File: src/rtl/vram_arbiter.sv
// -----------------------------------------------------------------------------
// vram_arbiter
//
// Shares one single-port synchronous VRAM between a camera capture path
// (writes) and a display scan-out path (reads). Display reads always win the
// slot. Capture writes wait in a small FIFO and drain through otherwise idle
// slots.
//
// Request semantics:
//   WR_REQ and RD_REQ are one-cycle strobes. There is no ready signal.
//   A read strobe is always accepted. It gets the RAM slot on the next edge.
//   An in-range write strobe is accepted when the FIFO has room after this
//   cycle's pop. If it is not accepted, it is dropped and OVERFLOW is set.
//   A write strobe whose address is outside the frame is ignored silently.
//   RD_VALID pulses once for each accepted read, two edges after the edge
//   that sampled RD_REQ.
//
// Ports:
//   CLK, RST_N            clock; asynchronous active-low reset
//   WR_REQ/WR_ADDR/WR_DATA  capture-side pixel write strobe
//   RD_REQ/RD_ADDR          display-side read strobe
//   RD_VALID/RD_DATA        read return (RD_DATA holds between pulses)
//   RAM_EN/RAM_WE/RAM_ADDR/RAM_WDATA  registered VRAM control
//   RAM_RDATA               VRAM read data, one cycle after a read enable
//   FIFO_LEVEL              write-buffer occupancy
//   OVERFLOW/CLR_OVF        sticky dropped-write flag and its clear
// -----------------------------------------------------------------------------
module vram_arbiter #(
    parameter int ADDR_W       = 15,
    parameter int DATA_W       = 8,
    parameter int FRAME_PIXELS = 23040,
    parameter int FIFO_DEPTH   = 4      // power of two, at least 2
) (
    input  logic                          CLK,
    input  logic                          RST_N,
    input  logic                          WR_REQ,
    input  logic [ADDR_W-1:0]             WR_ADDR,
    input  logic [DATA_W-1:0]             WR_DATA,
    input  logic                          RD_REQ,
    input  logic [ADDR_W-1:0]             RD_ADDR,
    output logic                          RD_VALID,
    output logic [DATA_W-1:0]             RD_DATA,
    output logic                          RAM_EN,
    output logic                          RAM_WE,
    output logic [ADDR_W-1:0]             RAM_ADDR,
    output logic [DATA_W-1:0]             RAM_WDATA,
    input  logic [DATA_W-1:0]             RAM_RDATA,
    output logic [$clog2(FIFO_DEPTH):0]   FIFO_LEVEL,
    output logic                          OVERFLOW,
    input  logic                          CLR_OVF
);

    localparam int PTR_W = $clog2(FIFO_DEPTH);
    localparam int LVL_W = PTR_W + 1;

    localparam logic [LVL_W-1:0]  LVL_FULL  = LVL_W'(FIFO_DEPTH);
    localparam logic [LVL_W-1:0]  LVL_ONE   = LVL_W'(1);
    localparam logic [PTR_W-1:0]  PTR_ONE   = PTR_W'(1);
    // One extra bit, so that a frame filling the whole address space still compares correctly.
    localparam logic [ADDR_W:0]   FRAME_LIM = (ADDR_W+1)'(FRAME_PIXELS);

    typedef enum logic [1:0] {
        SLOT_IDLE  = 2'd0,
        SLOT_READ  = 2'd1,
        SLOT_WRITE = 2'd2
    } slot_e;

    // Write buffer storage.
    logic [ADDR_W-1:0] r_fifo_addr [FIFO_DEPTH];
    logic [DATA_W-1:0] r_fifo_data [FIFO_DEPTH];
    logic [PTR_W-1:0]  r_wr_ptr;
    logic [PTR_W-1:0]  r_rd_ptr;
    logic [LVL_W-1:0]  r_level;
    logic              r_ovf;

    // RAM control and read-return pipeline.
    logic              r_ram_en;
    logic              r_ram_we;
    logic [ADDR_W-1:0] r_ram_addr;
    logic [DATA_W-1:0] r_ram_wdata;
    logic              r_rd_pend;   // RAM_RDATA carries a read result this cycle
    logic              r_rd_valid;
    logic [DATA_W-1:0] r_rd_data;

    slot_e             w_slot;
    logic              w_pop;
    logic              w_full;
    logic              w_in_range;
    logic              w_push;
    logic              w_drop;

    // Slot decision. A read strobe takes the slot. Otherwise a non-empty FIFO drains its head.
    always_comb begin
        w_slot = SLOT_IDLE;
        if (RD_REQ) begin
            w_slot = SLOT_READ;
        end else if (r_level != '0) begin
            w_slot = SLOT_WRITE;
        end
    end

    assign w_pop      = (w_slot == SLOT_WRITE);
    assign w_full     = (r_level == LVL_FULL);
    assign w_in_range = WR_REQ && ({1'b0, WR_ADDR} < FRAME_LIM);
    // When the FIFO is full, a pop in the same cycle frees the slot that this push takes.
    assign w_push     = w_in_range && (!w_full || w_pop);
    assign w_drop     = w_in_range && w_full && !w_pop;

    // FIFO storage is not reset. Only the pointers and the level define what the FIFO holds.
    always_ff @(posedge CLK) begin
        if (w_push) begin
            r_fifo_addr[r_wr_ptr] <= WR_ADDR;
            r_fifo_data[r_wr_ptr] <= WR_DATA;
        end
    end

    always_ff @(posedge CLK or negedge RST_N) begin
        if (!RST_N) begin
            r_wr_ptr <= '0;
            r_rd_ptr <= '0;
            r_level  <= '0;
            r_ovf    <= 1'b0;
        end else begin
            if (w_push) begin
                r_wr_ptr <= r_wr_ptr + PTR_ONE;
            end
            if (w_pop) begin
                r_rd_ptr <= r_rd_ptr + PTR_ONE;
            end
            case ({w_push, w_pop})
                2'b10:   r_level <= r_level + LVL_ONE;
                2'b01:   r_level <= r_level - LVL_ONE;
                default: r_level <= r_level;
            endcase
            // If a new drop happens in the same cycle as a clear, the flag stays set.
            r_ovf <= w_drop | (r_ovf & ~CLR_OVF);
        end
    end

    // Registered RAM control. On an idle slot only the enables drop.
    // The address and write data keep their last values.
    always_ff @(posedge CLK or negedge RST_N) begin
        if (!RST_N) begin
            r_ram_en    <= 1'b0;
            r_ram_we    <= 1'b0;
            r_ram_addr  <= '0;
            r_ram_wdata <= '0;
        end else begin
            case (w_slot)
                SLOT_READ: begin
                    r_ram_en   <= 1'b1;
                    r_ram_we   <= 1'b0;
                    r_ram_addr <= RD_ADDR;
                end
                SLOT_WRITE: begin
                    r_ram_en    <= 1'b1;
                    r_ram_we    <= 1'b1;
                    r_ram_addr  <= r_fifo_addr[r_rd_ptr];
                    r_ram_wdata <= r_fifo_data[r_rd_ptr];
                end
                default: begin
                    r_ram_en <= 1'b0;
                    r_ram_we <= 1'b0;
                end
            endcase
        end
    end

    // Read return. The read enable goes out on edge N+0. The RAM answers during the
    // cycle after edge N+1, and that data is captured on edge N+2.
    always_ff @(posedge CLK or negedge RST_N) begin
        if (!RST_N) begin
            r_rd_pend  <= 1'b0;
            r_rd_valid <= 1'b0;
            r_rd_data  <= '0;
        end else begin
            r_rd_pend  <= r_ram_en && !r_ram_we;
            r_rd_valid <= r_rd_pend;
            if (r_rd_pend) begin
                r_rd_data <= RAM_RDATA;
            end
        end
    end

    assign RAM_EN     = r_ram_en;
    assign RAM_WE     = r_ram_we;
    assign RAM_ADDR   = r_ram_addr;
    assign RAM_WDATA  = r_ram_wdata;
    assign RD_VALID   = r_rd_valid;
    assign RD_DATA    = r_rd_data;
    assign FIFO_LEVEL = r_level;
    assign OVERFLOW   = r_ovf;

endmodule

File: config.mk
export PLATFORM = sky130hd
export DESIGN_NAME = vram_arbiter
export DESIGN_NICKNAME = d
export VERILOG_FILES = /design/src/rtl/vram_arbiter.sv
export SDC_FILE = /design/constraint.sdc
export NUM_CORES = 1
export LEC_CHECK = 0
export CORE_MARGIN = 3
export CORE_UTILIZATION = 35
export DETAILED_ROUTE_END_ITERATION = 8
export HOLD_SLACK_MARGIN = 0.1
export PLACE_DENSITY = 0.65
export SKIP_LAST_GASP = 1
export SLEW_MARGIN = 40
export SYNTH_ARGS = -nofsm -noshare
export SYNTH_HDL_FRONTEND = slang
export SYNTH_SLANG_ARGS = --single-unit
export TNS_END_PERCENT = 10
File: constraint.sdc
create_clock -name CLK -period 3.1 [get_ports CLK]
set_clock_uncertainty 0.05 [all_clocks]
set_input_delay 0.465 -clock CLK [delete_from_list [all_inputs] [get_ports CLK]]
set_output_delay 0.465 -clock CLK [all_outputs]
set_load 0.005 [all_outputs]
==> run metrics <==
ratio of cells with drive above 1 in the final layout 22.2%; row cnt 44; clock sink total 135; core area 14800 sq um; CTS tree yes; Yosys top cell area share 51.5%; clk_lat worst skew 410 ps; dpl hpwl 7270 microns; worst vdd ir 0.000446 V; Final Core Density 48.2%; input/output buffers 88; Post-DRT Antenna Nets 0; via count 2933; Area Overhead vs Synth 32.6%; CP max stage delay 620 ps; Yosys reg bits 135; Slew HR 46.3%; Hold Violations, Final 0; largest cells by area after synthesis edfxtp_1 (52%), dfrtp_1 (20%), mux4_2 (7.6%), mux2i_1 (2.8%), mux4_1 (2.5%); buffer count from post-CTS setup fixing 0; Leak 2.60 nW; H-tree depth 4; Post-synth EDFFs 92; first-pass GRT wire length 16900 microns; Data required, critical path 3330 ps; Initial Util 36.3%; most numerous cell in the Yosys netlist edfxtp_1; Total GRT Usage 13.6%; total grt overflow 0; status completed; Pwr Total 6.49 mW; largest net degree at the start of global routing 27; fin nets 453; Mean Syn Cell Area 18.7 sq um; clock root cell clkbuf_16; Critical Path Most Common Cell o211ai_1; Hold Path Class flip-flop to flip-flop; number of global-route vias before repair 3096; drt pass-1 iters 4; final instance area 7110 sq um; hold_buf cts 1; Largest delay share family, worst path compound AO/OA/AOI/OAI gates; gpl congestion 0.837; setup TNS 0 ps; Worst Max-Slew Pin Slew 806 ps; Yosys top cell by area edfxtp_1; number of antenna violations at the first check in global routing 0; fin crit share 82.1%; crit path time final 2540 ps; Die ar. 16800 sq um; Ys Warns 0; Num CTS Buffers 17; DRT iter0 DRCs 162; DR vias/cell 4.94; cell area after synthesis 5360 sq um; RSZ-0062 raised after global routing no; Chip Height 130 microns; crit path max fanout 9; CP Capture Type flip-flop; Unique masters post-synth 47; PwrDens 914 nW/um^2; Final WS setup 555 ps; MaxCap Viol Count 0; WL/cell 18.3 microns; Worst Path Arrival 2770 ps; CP Cell Sequence clkdlybuf4s50_1, a21boi_2, nand2_2, and2_1, fa_1, a211o_1, o211ai_1, o211ai_1; Post-Syn Nets 343; worst slack, placed 198 ps; register area share after synthesis 71.6%; setup violators final 0; Die X 130 microns; number of fill cells in the layout 1231; DRT Wirelength 10900 microns; Gate Count Post-Synth 287; Top FF cell, synth edfxtp_1; Slew Limit Fails 0; ANT cells 0; worst setup path class input port to flip-flop; CP Launch Type input port; critical path buffer and inverter count 1; area post-placement 6500 sq um; DRC 0; slowest CP cell clkdlybuf4s50_1; maximum clock path buffer count 2; fmax 393 MHz; ys async rst share 31.9%; # resized after CTS 0; IO Pins 89; CTS clk-pin slew, worst paths 50 ps; most instantiated cells after synthesis edfxtp_1 (92), dfrtp_1 (43), mux4_2 (18), nand2_1 (18), mux2i_1 (15)
[stage by stage]
step | cells | hold WS (ps)
detailed placement | 561 | 411
global placement | 561 | 379
CTS | 594 | 430
floorplan | 287 | 119
finish | 594 | 421
global route | 594 | 437
[metal layers]
layer / track usage [%] / up-vias / part of all wire, %
li1: - / 1337 / -
met1: 17.0 / 1498 / 42
met2: 22.4 / 87 / 51
met3: 3.72 / 11 / 5.3
met4: 5.68 / 0 / 1.3
met5: 0 / - / 0
[worst reg2reg max path: stages (launching register included)]
cell,delay [ps]
dfrtp_1,470
nor3_2,240
nor2_2,50
and2_1,150
fa_1,440
a211o_1,250
o211ai_1,90
o211ai_1,110
[power breakdown]
group	leakage (nW)	switching [mW]	internal, mW
clock	0.288	0.713	1.28
combinational	0.963	0.673	1.12
sequential	1.35	0.346	2.37
[sequential cells by signal, summed over array words and instances (netlist names)]
signal,cells
r_rd_pend,1
FIFO_LEVEL,3
RD_DATA,8
r_fifo_addr,60
RAM_WE,1
RAM_EN,1
r_rd_ptr,2
RD_VALID,1
r_fifo_data,32
OVERFLOW,1
RAM_WDATA,8
RAM_ADDR,15
r_wr_ptr,2
[worst paths after layout]
path / endpoint / slack, ps / depth (start not counted) / startpoint
max: FIFO_LEVEL[2] / 560 / 8 / WR_ADDR[14]
min: r_rd_pend / 420 / 1 / RAM_WE
max reg2reg: FIFO_LEVEL[2] / 1120 / 7 / FIFO_LEVEL[1]
min reg2reg: r_rd_pend / 420 / 1 / RAM_WE
max in group asynchronous: RD_DATA[6] / 1810 / 3 / RST_N
min in group asynchronous: RAM_ADDR[11] / 570 / 2 / RST_N
[cell families after synthesis]
| family | synth area share [%] |
|---|---|
| flops | 71.6 |
| mux | 16.8 |
| buf+inv | 2.24 |
| simple gates | 3.41 |
| xor+xnor | 0.654 |
| compound gates | 3.97 |
| fa+ha+maj | 1.31 |
[cells in the final DEF (no fill, tap or decap), types with 2 or more instances in the layout]
master | Yosys | routed
xor2_1 | 2 | 2
mux2_2 | 11 | 11
edfxtp_1 | 92 | 92
o211ai_1 | 2 | 2
buf_4 | 3 | 16
bufinv_16 | 0 | 3
clkinv_4 | 0 | 2
mux4_2 | 18 | 18
inv_1 | 6 | 6
and2_1 | 5 | 5
clkinv_2 | 0 | 5
o21ai_0 | 6 | 6
ha_1 | 4 | 4
nor2_1 | 2 | 2
mux4_1 | 5 | 5
nor3_1 | 3 | 2
clkdlybuf4s50_1 | 0 | 87
clkbuf_16 | 0 | 17
clkinvlp_4 | 0 | 3
dfrtp_1 | 43 | 42
xnor2_1 | 2 | 2
mux2i_1 | 15 | 15
mux2_4 | 6 | 6
o21ai_1 | 10 | 10
nand2_1 | 18 | 18
[final cells by class]
class                   count  area (sq um)  share of cell area (%)
repair buffers            105          1010                    14.2
well taps                 184           230                    3.24
multi-input cells         132          1410                    19.8
clock buffers              19           443                    6.23
flip-flops and latches    135          3840                    54.1
clock inverters            13           155                    2.18
inverters                   6          22.5                   0.317
(Power assumes the default switching activity.)
